### config.mk
export PLATFORM = sky130hd
export DESIGN_NAME = mda_crtc_regs
export DESIGN_NICKNAME = d
export VERILOG_FILES = /design/src/rtl/mda_crtc_regs.sv
export SDC_FILE = /design/constraint.sdc
export NUM_CORES = 1
export LEC_CHECK = 0
export BUFFER_PORTS_ARGS = -buffer_cell sky130_fd_sc_hd__buf_4
export CAP_MARGIN = 10
export CORE_MARGIN = 2
export CORE_UTILIZATION = 40
export DETAILED_ROUTE_END_ITERATION = 10
export GPL_TIMING_DRIVEN = 0
export PLACE_DENSITY = 0.63
export REMOVE_ABC_BUFFERS = 1
export SYNTH_ARGS = -nofsm -noshare
export SYNTH_HDL_FRONTEND = slang
export SYNTH_SLANG_ARGS = --single-unit
export TNS_END_PERCENT = 20
### constraint.sdc
create_clock -name iClk -period 2 [get_ports iClk]
set_input_delay 0.3 -clock iClk [delete_from_list [all_inputs] [get_ports iClk]]
set_output_delay 0.3 -clock iClk [all_outputs]
set_load 0.005 [all_outputs]
### src/rtl/mda_crtc_regs.sv
// MDA CRTC CPU front end: 6845 index/data file, mode latch and status port at 03B0h-03BFh.
// Define MDA_CRTC_FULL_READBACK_EN to make R0-R13 readable through the data port.
module mda_crtc_regs #(
    parameter logic [15:0] IO_BASE = 16'h03B0
) (
    input  logic        iClk,
    input  logic        iRstN,
    input  logic [15:0] iIoAddr,
    input  logic [7:0]  iIoData,
    input  logic        iIoWr,
    input  logic        iIoRd,
    output logic [7:0]  oIoData,
    output logic        oIoSel,
    input  logic        iVgaBlank,
    input  logic        iVgaVs,
    output logic [13:0] oStartAddr,
    output logic [13:0] oCursorAddr,
    output logic [4:0]  oCursorStart,
    output logic [4:0]  oCursorEnd,
    output logic        oCursorOn,
    output logic        oCharBlink,
    output logic        oVideoEn,
    output logic        oBlinkEn
);

    function automatic logic [7:0] reg_mask(input logic [3:0] i);
        case (i)
            4'd0, 4'd1, 4'd2, 4'd3: reg_mask = 8'hFF;
            4'd4, 4'd6, 4'd7:       reg_mask = 8'h7F;
            4'd5, 4'd9, 4'd11:      reg_mask = 8'h1F;
            4'd8:                   reg_mask = 8'h03;
            4'd10:                  reg_mask = 8'h7F;
            4'd12, 4'd14:           reg_mask = 8'h3F;
            default:                reg_mask = 8'hFF;
        endcase
    endfunction

    function automatic logic [7:0] reg_reset(input logic [3:0] i);
        case (i)
            4'd0:    reg_reset = 8'h61;
            4'd1:    reg_reset = 8'h50;
            4'd2:    reg_reset = 8'h52;
            4'd3:    reg_reset = 8'h0F;
            4'd4:    reg_reset = 8'h19;
            4'd5:    reg_reset = 8'h06;
            4'd6:    reg_reset = 8'h19;
            4'd7:    reg_reset = 8'h19;
            4'd8:    reg_reset = 8'h02;
            4'd9:    reg_reset = 8'h0D;
            4'd10:   reg_reset = 8'h0B;
            4'd11:   reg_reset = 8'h0C;
            default: reg_reset = 8'h00;
        endcase
    endfunction

    // R16/R17 (light pen) are not stored: they always read as zero.
    logic [7:0] regs_q [16];
    logic [7:0] regs_d [16];
    logic [4:0] idx_q, idx_d;
    logic [7:0] mode_q, mode_d;
    logic [7:0] io_data_q, io_data_d;
    logic       io_sel_q, io_sel_d;
    logic [4:0] frame_q, frame_d;
    logic       blank_s1_q, blank_s2_q;
    logic       vs_s1_q, vs_s2_q, vs_s3_q;

    logic       hit;
    logic [3:0] off;
    logic       wr_hit;
    logic       rd_hit;
    logic [7:0] data_rd;
    logic [7:0] rd_data;

    assign hit    = (iIoAddr[15:4] == IO_BASE[15:4]);
    assign off    = iIoAddr[3:0];
    assign wr_hit = hit & iIoWr;
    assign rd_hit = hit & iIoRd & ~iIoWr;

    always_comb begin
        data_rd = 8'h00;
`ifdef MDA_CRTC_FULL_READBACK_EN
        if (idx_q < 5'd16)
            data_rd = regs_q[idx_q[3:0]];
`else
        if (idx_q == 5'd14 || idx_q == 5'd15)
            data_rd = regs_q[idx_q[3:0]];
`endif
    end

    always_comb begin
        rd_data = 8'hFF;
        if (!off[3] && off[0])
            rd_data = data_rd;
        else if (off == 4'hA)
            rd_data = {4'hF, vs_s2_q, 2'b00, blank_s2_q};
    end

    always_comb begin
        regs_d    = regs_q;
        idx_d     = idx_q;
        mode_d    = mode_q;
        io_data_d = io_data_q;
        io_sel_d  = rd_hit;
        frame_d   = frame_q + {4'd0, vs_s2_q & ~vs_s3_q};
        if (wr_hit) begin
            if (!off[3]) begin
                if (!off[0])
                    idx_d = iIoData[4:0];
                else if (idx_q < 5'd16)
                    regs_d[idx_q[3:0]] = iIoData & reg_mask(idx_q[3:0]);
            end else if (off == 4'h8) begin
                mode_d = iIoData;
            end
        end
        if (rd_hit)
            io_data_d = rd_data;
    end

    always_ff @(posedge iClk or negedge iRstN) begin
        if (!iRstN) begin
            for (int i = 0; i < 16; i++)
                regs_q[i] <= reg_reset(4'(i));
            idx_q      <= 5'd0;
            mode_q     <= 8'h00;
            io_data_q  <= 8'h00;
            io_sel_q   <= 1'b0;
            frame_q    <= 5'd0;
            blank_s1_q <= 1'b0;
            blank_s2_q <= 1'b0;
            vs_s1_q    <= 1'b0;
            vs_s2_q    <= 1'b0;
            vs_s3_q    <= 1'b0;
        end else begin
            regs_q     <= regs_d;
            idx_q      <= idx_d;
            mode_q     <= mode_d;
            io_data_q  <= io_data_d;
            io_sel_q   <= io_sel_d;
            frame_q    <= frame_d;
            blank_s1_q <= iVgaBlank;
            blank_s2_q <= blank_s1_q;
            vs_s1_q    <= iVgaVs;
            vs_s2_q    <= vs_s1_q;
            vs_s3_q    <= vs_s2_q;
        end
    end

    always_comb begin
        case (regs_q[10][6:5])
            2'b00:   oCursorOn = 1'b1;
            2'b01:   oCursorOn = 1'b0;
            2'b10:   oCursorOn = frame_q[3];
            default: oCursorOn = frame_q[4];
        endcase
    end

    assign oIoData      = io_data_q;
    assign oIoSel       = io_sel_q;
    assign oStartAddr   = {regs_q[12][5:0], regs_q[13]};
    assign oCursorAddr  = {regs_q[14][5:0], regs_q[15]};
    assign oCursorStart = regs_q[10][4:0];
    assign oCursorEnd   = regs_q[11][4:0];
    assign oCharBlink   = frame_q[4];
    assign oVideoEn     = mode_q[3];
    assign oBlinkEn     = mode_q[5];

endmodule

# Word level (Yosys, flattened, before mapping)
# Memory sizes are Yosys's and may differ from the RTL's.
# Cells that the tools add are included.
# word_totals
word_cells	70
rom_bits	96
in_bits	30
mem_count	1
ff_bits	158
# classes
n_lt_le_gt_ge	3
reduce_logical	8
n_mux	14
n_eq_ne	7
bitwise_logic	10
n_addsub	1
# memory_table
memory	words	word_bits	rd	rd_ports_with_merged_regs	write_ports	line	text
(no name shown)	16	6	1	0	0	27	case (i)
# ops
operator	count
$bwmux W128	1
$mux W8	9
$bmux W8 S4	1
$demux W8 S4	1
$eq A12 B6 Y1 const B	1
$eq A5 B4 Y1 const B	2
$and A8 B8 Y8	1
$eq A4 B4 Y1 const B	2
$reduce_and A3 Y1	2
$add A5 B1 Y5	1
$ge A5 B5 Y1 const B	1
$lt A5 B1 Y1 const B	1
$lt A5 B5 Y1 const B	1
$not A4 Y5	1
$and A1 B1 Y1	4
$mux W4	1
$not A1 Y1	4
$reduce_and A4 Y1	1
$pmux W1 S3	1
$eq A2 B1 Y1 const B	1
$eq A2 B2 Y1 const B	1
$logic_and A1 B1 Y1	2
$logic_not A2 Y1	1
$logic_not A1 Y1	1
$logic_or A1 B1 Y1	1

# Logic depth before layout (Yosys ltp)
# Gate-level depths: netlist (run 1).
# logic_depth
depth_word	7
depth_mapped	6
mapped_depth_nobuf	5

# Worst setup path after synthesis (run 1)
# OpenSTA, ideal clock, no wires.
# synth_timing
path_type	input port to flip-flop
startpoint	input port iIoAddr[13]
endpoint	register regs_q (netlist bit oCursorAddr[10])
setup_ns	0.125
arrival_time_ns	1.687
path_slack_ns	0.188
stages	5
path_cell_list	nor4_4 nand4_4 buf_6 nor3_4 mux2_2
# synth_between
elab_chain_len	3
# synth_lines
item	line	text
start: declaration	8	input logic [15:0] iIoAddr,
$eq A12 B6 Y1	74	assign hit = (iIoAddr[15:4] == IO_BASE[15:4]);
$and A1 B1 Y1	76	assign wr_hit = hit & iIoWr;
$reduce_and A4 Y1 (no line)	--	
end signal: indexed assignment	122	regs_q[i] <= reg_reset(4'(i));
end signal: assignment	134	regs_q <= regs_d;
end: declaration	57	logic [7:0] regs_q [16];
# No other way between the ends.
# A chain may end at the register's enable or synchronous reset.

# Final worst setup path (run 1)
# layout_timing
startpoint	register idx_q[4]
endpoint	register regs_q (netlist bit oCursorAddr[8])
# layout_between
elab_chain_len	2
# layout_lines
item	line	text
start: declaration	59	logic [4:0] idx_q, idx_d;
start signal: assignment	135	idx_q <= idx_d;
$lt A5 B5 Y1	109	else if (idx_q < 5'd16)
$reduce_and A4 Y1 (no line)	--	
# No other way between the ends.

==> run summary, run 1 <==
Run status -> complete, no violations
Mux share of post-synthesis cell area -> 21.8%
XOR/XNOR Fraction of Synth Area -> 1.02%
Wirelength per Cell -> 16.5 um
Final setup skew -> 0.00664 ns
Maximum Capacitance Violations -> 0
Simple-gate portion of the synthesized area -> 12.3%
Post-synthesis adder-cell area fraction -> 0.732%
Startpoint of the most critical setup path -> idx_q[4]$_DFFE_PN0P_
IR drop worst, VDD -> 0.355 mV
Buf+Inv Stages, Crit Path -> 0
Async set or reset register ratio after synthesis -> 100%
Leakage -> 0.00208 uW
Termination of the worst setup path -> oCursorAddr[8]$_DFFE_PN0P_
Wire length of the first global-routing pass -> 10,900 um
1st-iter DRT viols -> 95
Most frequent cells after synthesis -> 63 x sky130_fd_sc_hd__dfrtp_1, 57 x sky130_fd_sc_hd__mux2_2, 38 x sky130_fd_sc_hd__buf_4, 11 x sky130_fd_sc_hd__o21ai_0, 9 x sky130_fd_sc_hd__clkbuf_1
Largest net degree at the start of global routing -> 71
CP arrival -> 2.20 ns
CTS tree -> built
First-pass iteration count of the detailed router -> 4
Number of nets in the layout -> 336
Gr usage total -> 16.0%
Power per cell area -> 719 nW/um2
Cell count after synthesis -> 259
Hold-fix buffers at CTS -> 0
Crit Path Max Fanout -> 8
Cell chain of the critical path -> and4bb_2 > nand4_4 > nor3_4 > mux2_2
Maximum clock rate -> 508 MHz
Total number of H-tree levels -> 3
Worst Slack Setup Final -> 0.0328 ns
Main combinational cell family by area after synthesis -> multiplexers
Overall die width -> 96.4 um
Cell Area, Synth -> 3420 um2
Data required time at the worst endpoint -> 2.23 ns
Proportion of netlist area held by the largest area contributor -> 46.1%
Initial antenna violation count -> 0
Post-Layout Cell Count -> 414
Startpoint class of the critical path -> flop
Clock tree buffer depth -> 2
Die outline height -> 96.4 um
Crit end category -> flop
Final Wtd Congestion -> 0.773
Final hold viol count -> 0
IO buf count -> 80
Number of placed I/O pins -> 81
Number of clock sinks -> 70
Slew at the pin closest to its max-slew limit -> 0.862 ns
Pins Over Slew Limit -> 0
Finish-stage setup viols -> 0
Slack of the worst reg-to-reg path -> 0.03 ns
Area of the core -> 8260 um2
Clock latency on the worst-skew pair -> 0.34 ns
Cell count after placement -> 394
Slowest cell delay on critical path -> 0.47 ns
Path type of the worst min-delay path -> input port to asynchronous set/reset pin
Average footprint of a synthesized cell -> 13.2 um2
Via count -> 2,034
Total wirelength of the detailed-routed design -> 6820 um
Vias in the first global route -> 2,115
TritonCTS Buffers -> 9
Number of rows in the core area -> 33
Compound-Gate Fraction of Synth Area -> 2.56%
Number of cells on the worst reg-to-reg path -> 4
Fraction of the yosys area taken by sequential cells -> 51.5%
Post-detailed-route DRC marker count -> 0
Clock input transition at the sequential cells of the worst setup and hold paths -> 0.07 ns
Remaining number of nets flagged by the antenna check after routing -> 0
Count of antenna diodes in the layout -> 0
Unique cell type count in the Yosys netlist -> 36
Worst rel slew slack -> 42.5%
Largest cells by area after synthesis -> sky130_fd_sc_hd__dfrtp_1 46%, sky130_fd_sc_hd__mux2_2 19%, sky130_fd_sc_hd__buf_4 8.3%
Final Util -> 49.7%
Dominant register cell in the synthesized netlist -> sky130_fd_sc_hd__dfrtp_1
Number of synthesized flops with an enable pin -> 0
Unrepaired setup endpoints after global routing -> yes
Overflow after GRT -> 0
Setup Crit Path Kind -> flop to flop
Worst setup timing slack at the placement stage -> -0.465 ns
Floorplan die area -> 9300 um2
Cell taking the most area after synthesis -> sky130_fd_sc_hd__dfrtp_1
Via-per-instance ratio -> 4.91
Syn-to-layout area delta -> 20.0%
HPWL Detailed -> 4880 um
Crit path time final -> 1.97 ns
Master of the slowest instance on the critical path -> sky130_fd_sc_hd__nor3_4
Synth Warn # -> 0
Share of layout cells above drive strength 1 -> 57.9%
Family of cells with the greatest summed delay on the critical path -> simple AND/OR/NAND/NOR gates
R2r startpoint -> idx_q[4]$_DFFE_PN0P_
Stages on the worst setup path -> 4
CTS Root Buffer Type -> sky130_fd_sc_hd__clkbuf_8
Count leader, synth -> sky130_fd_sc_hd__dfrtp_1
Portion of the clock cycle consumed by the worst path in the final layout -> 98.4%
Register bit count reported by yosys -> 70
Worst r2r dst -> oCursorAddr[8]$_DFFE_PN0P_
Effective utilization at floorplan -> 41.4%
[report_power, final]
| group | internal (uW) | switching, uW |
|---|---|---|
| clock network | 731 | 529 |
| registers | 1470 | 40.8 |
| logic | 88.4 | 88.3 |
[cell families after synthesis]
group           Yosys count
compound gates           15
buf+inv                  52
flops                    70
mux                      66
xor+xnor                  4
fa+ha+maj                 2
simple gates             50
[how the worst min path moves through the flow]
| stage | startpoint | to | slack, ns | depth (start not counted) |
|---|---|---|---|---|
| final | iRstN | oIoSel$_DFF_PN0_ | 0.06 | 1 |
| after global placement | blank_s1_q$_DFF_PN0_ | blank_s2_q$_DFF_PN0_ | 0.34 | 0 |
| after floorplan | iRstN | blank_s1_q$_DFF_PN0_ | 0.004 | 0 |
| after CTS | iVgaVs | vs_s1_q$_DFF_PN0_ | 0.04 | 1 |
| after global routing | iVgaVs | vs_s1_q$_DFF_PN0_ | 0.03 | 1 |
| after detailed placement | blank_s1_q$_DFF_PN0_ | blank_s2_q$_DFF_PN0_ | 0.35 | 0 |
[area by class of cell]
class,instances,area [um2]
fill,768,4160
sequential,70,1760
multi-input combinational,137,1320
timing repair buffer,84,656
clock buffer,10,138
tap,105,131
clock inverter,6,85.1
inverter,2,7.51
[cell usage in the layout (no fill, tap or decap)]
cell type	instances
sky130_fd_sc_hd__dfstp_2	7
sky130_fd_sc_hd__a21oi_1	1
sky130_fd_sc_hd__o21a_1	1
sky130_fd_sc_hd__and2_1	5
sky130_fd_sc_hd__and4b_1	1
sky130_fd_sc_hd__clkinv_2	2
sky130_fd_sc_hd__mux2i_1	8
sky130_fd_sc_hd__xnor2_1	2
sky130_fd_sc_hd__and4bb_2	2
sky130_fd_sc_hd__bufinv_16	2
sky130_fd_sc_hd__nand3_1	3
sky130_fd_sc_hd__nor4_4	2
sky130_fd_sc_hd__o21ai_0	11
sky130_fd_sc_hd__dfrtp_2	1
sky130_fd_sc_hd__inv_1	2
sky130_fd_sc_hd__nor3_4	7
sky130_fd_sc_hd__nor2_1	2
sky130_fd_sc_hd__nor2b_1	7
sky130_fd_sc_hd__dfrtp_1	62
sky130_fd_sc_hd__ha_1	2
sky130_fd_sc_hd__nand4b_1	3
sky130_fd_sc_hd__nor4_1	1
sky130_fd_sc_hd__mux4_2	1
sky130_fd_sc_hd__nand4_1	1
sky130_fd_sc_hd__nand4_4	1
sky130_fd_sc_hd__nor3_1	1
sky130_fd_sc_hd__o211a_1	2
sky130_fd_sc_hd__or2_2	1
sky130_fd_sc_hd__clkinvlp_4	2
sky130_fd_sc_hd__xor2_1	2
sky130_fd_sc_hd__nand4bb_1	1
sky130_fd_sc_hd__buf_12	2
sky130_fd_sc_hd__clkbuf_8	10
sky130_fd_sc_hd__nand2_1	6
sky130_fd_sc_hd__nand2b_1	6
sky130_fd_sc_hd__mux2_2	57
sky130_fd_sc_hd__buf_4	82
[layer usage]
metal | wire length, um | GRT usage (%) | vias up
li1 | - | - | 958
met1 | 3090 | 21.6 | 995
met2 | 3050 | 23.7 | 66
met3 | 475 | 4.73 | 15
met4 | 204 | 7.51 | 0
met5 | 0 | 0 | -
[what timing repair did]
action / CTS / global route
setup buffers: 3 / 1
pin swaps: 5 / 2
endpoints found under the setup margin: 41 / 22
gates resized for setup: 3 / 0
[registers in the layout (all words and copies together) (netlist names)]
register	count
oCursorAddr	14
oStartAddr	14
oIoData	8
regs_q	6
frame_q	5
idx_q	5
oCursorEnd	5
oCursorStart	5
mode_q	2
blank_s1_q	1
blank_s2_q	1
oIoSel	1
vs_s1_q	1
vs_s2_q	1
vs_s3_q	1
[metrics by stage]
step | setup TNS (ns) | area, um2 | power [uW] | hold WS, ns
floorplan | 0 | 3080 | 1590 | 0.00441
global placement | -10.65 | 3810 | 1710 | 0.338
detailed placement | -10.91 | 3810 | 1720 | 0.345
CTS | -0.0981 | 4080 | 2990 | 0.0397
global route | -0.577 | 4100 | 3080 | 0.0338
finish | 0 | 4100 | 2950 | 0.0559
Power figures use the tool's default switching activity.
==> run 2: changes to the inputs <==
==> constraint.sdc (replaced) <==
create_clock -name iClk -period 2 [get_ports iClk]
set_input_delay 0.4 -clock iClk [delete_from_list [all_inputs] [get_ports iClk]]
set_output_delay 0.4 -clock iClk [all_outputs]
set_load 0.005 [all_outputs]
==> run 2 against run 1 <==
- sequential share of layout area shrank 0.052 points
- wire length about the same
- register-to-register slack is essentially flat
- fmax is essentially flat
- flip-flop and latch count is the same
- design area increased by 0.12%
- clock power is essentially flat
- sequential power about the same
- global-route usage stayed put
- cell count unchanged
- clock-buffer cell count unchanged
- setup slack worse by 0.00063 ns
==> run summary, run 2 (synthesis results as in run 1) <==
Wire length of the first global-routing pass -> 10,900 um
Vias in the first global route -> 2,115
Crit Path Max Fanout -> 8
Die outline height -> 96.4 um
Number of rows in the core area -> 33
Multi-input gate area in the final layout -> 1330 um2
Final hold viol count -> 0
Floorplan die area -> 9300 um2
Maximum clock rate -> 508 MHz
Number of clock sinks -> 70
Family of cells with the greatest summed delay on the critical path -> simple AND/OR/NAND/NOR gates
Post-route cell area -> 4110 um2
Worst rel slew slack -> 42.5%
CTS tree -> built
Number of cells on the worst reg-to-reg path -> 4
Gr usage total -> 16.0%
Via-per-instance ratio -> 4.90
Slowest cell delay on critical path -> 0.47 ns
Overflow after GRT -> 0
Final setup skew -> 0.00664 ns
Number of placed I/O pins -> 81
Slew at the pin closest to its max-slew limit -> 0.862 ns
Pins Over Slew Limit -> 0
IR drop worst, VDD -> 0.355 mV
1st-iter DRT viols -> 95
First-pass iteration count of the detailed router -> 4
Fill cell instance count of the final layout -> 767
Syn-to-layout area delta -> 20.2%
Clock input transition at the sequential cells of the worst setup and hold paths -> 0.07 ns
R2r startpoint -> idx_q[4]$_DFFE_PN0P_
Maximum Capacitance Violations -> 0
Crit path time final -> 1.97 ns
Sequential cell fraction of total power -> 51.3%
IO buf count -> 80
Sequential cell area -> 1760 um2
Post-Layout Cell Count -> 414
Termination of the worst setup path -> oCursorAddr[8]$_DFFE_PN0P_
Share of layout cells above drive strength 1 -> 58.3%
TritonCTS Buffers -> 9
Internal power consumption -> 2290 uW
Startpoint class of the critical path -> flop
Cell count after placement -> 394
Data required time at the worst endpoint -> 2.23 ns
Leakage -> 0.00209 uW
Buf+Inv Stages, Crit Path -> 0
Finish-stage setup viols -> 0
Total number of H-tree levels -> 3
Share of power burned in the clock network -> 42.7%
Fin Hold WS -> 0.156 ns
Cell chain of the critical path -> and4bb_2 > nand4_4 > nor3_4 > mux2_2
Count of antenna diodes in the layout -> 0
Power share of the combinational group -> 6.0%
Most common cell after layout, fill and taps aside -> sky130_fd_sc_hd__buf_4
Stages on the worst setup path -> 4
CP arrival -> 2.20 ns
Largest net degree at the start of global routing -> 71
Initial antenna violation count -> 0
Overall die width -> 96.4 um
Via count -> 2,030
Setup Crit Path Kind -> flop to flop
Portion of the clock cycle consumed by the worst path in the final layout -> 98.4%
Placed instance area -> 3810 um2
CTS Root Buffer Type -> sky130_fd_sc_hd__clkbuf_8
Slack of the worst reg-to-reg path -> 0.03 ns
Post-detailed-route DRC marker count -> 0
Clock tree buffer depth -> 2
Commonest cells after routing, fill and taps aside -> 82 x sky130_fd_sc_hd__buf_4, 62 x sky130_fd_sc_hd__dfrtp_1, 57 x sky130_fd_sc_hd__mux2_2
Number of nets in the layout -> 336
Area of the core -> 8260 um2
Path type of the worst min-delay path -> input port to asynchronous set/reset pin
Power per cell area -> 718 nW/um2
Unrepaired setup endpoints after global routing -> yes
Crit end category -> flop
Effective utilization at floorplan -> 41.4%
Remaining number of nets flagged by the antenna check after routing -> 0
Clock latency on the worst-skew pair -> 0.34 ns
Switching pwr -> 658 uW
Final Wtd Congestion -> 0.773
Startpoint of the most critical setup path -> idx_q[4]$_DFFE_PN0P_
Worst r2r dst -> oCursorAddr[8]$_DFFE_PN0P_
Master of the slowest instance on the critical path -> sky130_fd_sc_hd__nor3_4
HPWL Detailed -> 4880 um
Switching power share of the total -> 22.3%
Setup TNS -> 0 ns
Run status -> complete, no violations
Wirelength per Cell -> 16.5 um
Total wirelength of the detailed-routed design -> 6820 um
Hold-fix buffers at CTS -> 0
-- run 2: cell count changes in the layout (fill, tap and decap cells not counted) --
cell / before / now
sky130_fd_sc_hd__nor3_1: 1 / 0
sky130_fd_sc_hd__nor3_2: 0 / 1
-- run 2: worst min-delay path by stage --
| stage | startpoint | end | depth (start not counted) |
|---|---|---|---|
| 5_1_grt | iVgaVs | vs_s1_q$_DFF_PN0_ | 1 |
| 4_1_cts | iVgaVs | vs_s1_q$_DFF_PN0_ | 1 |
| 3_5_place_dp | blank_s1_q$_DFF_PN0_ | blank_s2_q$_DFF_PN0_ | 0 |
| 2_1_floorplan | iRstN | blank_s1_q$_DFF_PN0_ | 0 |
| 3_3_place_gp | blank_s1_q$_DFF_PN0_ | blank_s2_q$_DFF_PN0_ | 0 |
| 6_report | iRstN | oIoSel$_DFF_PN0_ | 1 |
-- run 2: timing repair --
item	in CTS	in global routing
buffers inserted	3	1
cloned	0	0
pin swaps	5	2
setup endpoints to repair	41	24
gates resized for setup	3	1
-- run 2: layout make-up --
| cell class | instances | share of cell area, % |
|---|---|---|
| Clock buffer | 10 | 3.35 |
| Clock inverter | 6 | 2.07 |
| Inverter | 2 | 0.183 |
| Multi-Input combinational cell | 137 | 32.3 |
| Sequential cell | 70 | 42.9 |
| Tap cell | 105 | 3.20 |
| Timing Repair Buffer | 84 | 16.0 |
-- run 2: worst register-to-register path, cell delays in order (launching register included) --
cell and delay [ns]:
sky130_fd_sc_hd__dfrtp_1 0.39, sky130_fd_sc_hd__and4bb_2 0.33, sky130_fd_sc_hd__nand4_4 0.28, sky130_fd_sc_hd__nor3_4 0.47, sky130_fd_sc_hd__mux2_2 0.38
-- run 2: power groups by stage --
stage | sequential [uW] | combinational (uW) | clock (uW)
5_1_grt | 1520 | 201 | 1360
4_1_cts | 1510 | 182 | 1290
3_3_place_gp | 1540 | 175 | 0
6_report | 1510 | 177 | 1260
3_5_place_dp | 1540 | 184 | 0
2_1_floorplan | 1530 | 64.3 | 0
-- run 2: per-layer routing --
layer,GRT usage [%],vias to the layer above,share of wire [%]
li1,-,958,-
met4,7.51,0,3.0
met1,21.6,991,45
met5,0,-,0
met2,23.7,66,45
met3,4.73,15,7.0
-- run 2: stage by stage --
step	setup slack (ns)	utilization (%)	power [uW]
floorplan	-0.0648	-	1590
global placement	-0.488	46.2	1710
detailed placement	-0.513	46.2	1720
CTS	-0.0320	49.4	2990
global route	-0.0573	49.7	3080
finish	0.0321	49.7	2950
==> run 3: changes to the inputs <==
==> constraint.sdc (replaced) <==
create_clock -name iClk -period 2 [get_ports iClk]
set_input_delay 0 -clock iClk [delete_from_list [all_inputs] [get_ports iClk]]
set_output_delay 0 -clock iClk [all_outputs]
set_load 0.005 [all_outputs]
==> run 3 against run 2 <==
- clock skew hardly changed
- sequential share of layout area fell by 0.87 points
- cell count up 2.2%
- combinational power rose by 8%
- utilization rose by 1.0 points
- fmax about the same
==> run summary, run 3 (synthesis results as in run 1) <==
Maximum Capacitance Violations -> 0
TritonCTS Buffers -> 9
Power per cell area -> 707 nW/um2
Floorplan die area -> 9300 um2
Buf+Inv Stages, Crit Path -> 0
Number of nets in the layout -> 345
Internal power consumption -> 2300 uW
Worst rel slew slack -> 42.0%
Die outline height -> 96.4 um
Overflow after GRT -> 0
Cell chain of the critical path -> and4bb_2 > nand4_4 > nor3_4 > mux2_2
Top metal layer carrying routed signals -> met4
Number of clock sinks -> 70
Share of power burned in the clock network -> 42.5%
First-pass iteration count of the detailed router -> 4
Worst Slack Setup Final -> 0.0321 ns
Via count -> 2,055
Total wirelength of the detailed-routed design -> 6900 um
Effective utilization at floorplan -> 41.4%
Leakage -> 0.00212 uW
Family of cells with the greatest summed delay on the critical path -> simple AND/OR/NAND/NOR gates
Clock tree buffer depth -> 2
CTS Root Buffer Type -> sky130_fd_sc_hd__clkbuf_8
IR drop worst, VDD -> 0.355 mV
Largest net degree at the start of global routing -> 71
Setup Crit Path Kind -> flop to flop
Gr usage total -> 16.1%
Met1 wire length -> 3120 um
CP arrival -> 2.20 ns
Pins Over Slew Limit -> 0
Path type of the worst min-delay path -> input port to flop
Wire length of the first global-routing pass -> 11,000 um
Count of antenna diodes in the layout -> 0
Finish-stage setup viols -> 0
Total number of H-tree levels -> 3
IO buf count -> 80
Syn-to-layout area delta -> 22.7%
Final Wtd Congestion -> 0.773
Start point of the worst min-delay path -> iIoData[7]
Maximum clock rate -> 508 MHz
Crit path time final -> 1.97 ns
Wirelength per Cell -> 16.3 um
Switching pwr -> 661 uW
Clock input transition at the sequential cells of the worst setup and hold paths -> 0.07 ns
Number of placed I/O pins -> 81
Final hold viol count -> 0
Final Util -> 50.8%
Remaining number of nets flagged by the antenna check after routing -> 0
Most common cell after layout, fill and taps aside -> sky130_fd_sc_hd__buf_4
Run status -> complete, no violations
HPWL Detailed -> 4880 um
Area of the core -> 8260 um2
Portion of the clock cycle consumed by the worst path in the final layout -> 98.4%
Via-per-instance ratio -> 4.86
Length of routed met2 wiring -> 3170 um
Crit Path Max Fanout -> 8
1st-iter DRT viols -> 89
Switching power share of the total -> 22.3%
Routed length on met3 -> 470 um
Number of rows in the core area -> 33
Power share of the combinational group -> 6.5%
Final setup skew -> 0.00690 ns
Slowest cell delay on critical path -> 0.47 ns
Unrepaired setup endpoints after global routing -> yes
Cell depth of the worst hold path -> 3
Overall die width -> 96.4 um
Slack of the worst reg-to-reg path -> 0.03 ns
Share of layout cells above drive strength 1 -> 56.3%
Crit end category -> flop
Post-detailed-route DRC marker count -> 0
CTS tree -> built
Worst setup timing slack at the placement stage -> -0.465 ns
Sequential cell fraction of total power -> 51.0%
Number of cells on the worst reg-to-reg path -> 4
Stages on the worst setup path -> 4
Master of the slowest instance on the critical path -> sky130_fd_sc_hd__nor3_4
R2r startpoint -> idx_q[4]$_DFFE_PN0P_
Startpoint class of the critical path -> flop
Commonest cells after routing, fill and taps aside -> 82 x sky130_fd_sc_hd__buf_4, 62 x sky130_fd_sc_hd__dfrtp_1, 57 x sky130_fd_sc_hd__mux2_2
Fin Hold WS -> 0.0181 ns
Startpoint of the most critical setup path -> idx_q[4]$_DFFE_PN0P_
Clock latency on the worst-skew pair -> 0.35 ns
Data required time at the worst endpoint -> 2.23 ns
Initial antenna violation count -> 0
Vias in the first global route -> 2,152
Slew at the pin closest to its max-slew limit -> 0.870 ns
## run 3: cell types whose count changed in the layout (fill, tap and decap cells not counted), sizes merged
cell         before  now
dlygate4sd3       0    9
## run 3: power by group through the flow
stage / sequential (uW) / clock, uW / combinational (uW)
after floorplan: 1530 / 0 / 64.3
after global placement: 1540 / 0 / 175
after detailed placement: 1540 / 0 / 184
after CTS: 1510 / 1290 / 196
after global routing: 1520 / 1360 / 216
final: 1510 / 1260 / 191
## run 3: area by class of cell
class / instances / area [um2]
clock buffer: 10 / 138
multi-input combinational: 137 / 1320
tap: 105 / 131
sequential: 70 / 1760
clock inverter: 6 / 85.1
fill: 756 / 4070
timing repair buffer: 93 / 746
inverter: 2 / 7.51
## run 3: worst paths after layout
check,endpoint
max reg2reg,oCursorAddr[8]$_DFFE_PN0P_
max in group asynchronous,idx_q[0]$_DFFE_PN0P_
min in group asynchronous,oIoSel$_DFF_PN0_
min,oCursorAddr[7]$_DFFE_PN0P_
max,oCursorAddr[8]$_DFFE_PN0P_
min reg2reg,blank_s2_q$_DFF_PN0_
## run 3: metrics by stage
stage	setup TNS [ns]	instances	area [um2]	power, uW
after floorplan	0	209	3080	1590
after global placement	-7.26	394	3810	1710
after detailed placement	-7.28	394	3810	1720
after CTS	-0.0981	422	4170	3000
after global routing	-0.577	423	4190	3100
final	0	423	4190	2960
## run 3: per-layer routing
layer,up-vias,GRT usage (%)
met4,0,6.81
met1,1006,21.8
met5,-,0
li1,976,-
met2,62,24.5
met3,11,4.65
## run 3: worst min-delay path: stages
cell,delay [ns]
sky130_fd_sc_hd__buf_4,0.08
sky130_fd_sc_hd__o21a_1,0.12
sky130_fd_sc_hd__mux2_2,0.14
## run 3: what timing repair did
item,CTS,global route
setup buffers,3,1
pin swaps,5,2
gates resized for setup,3,0
endpoints found under the setup margin,41,22
hold endpoints to repair,86,0
hold buffers,9,0
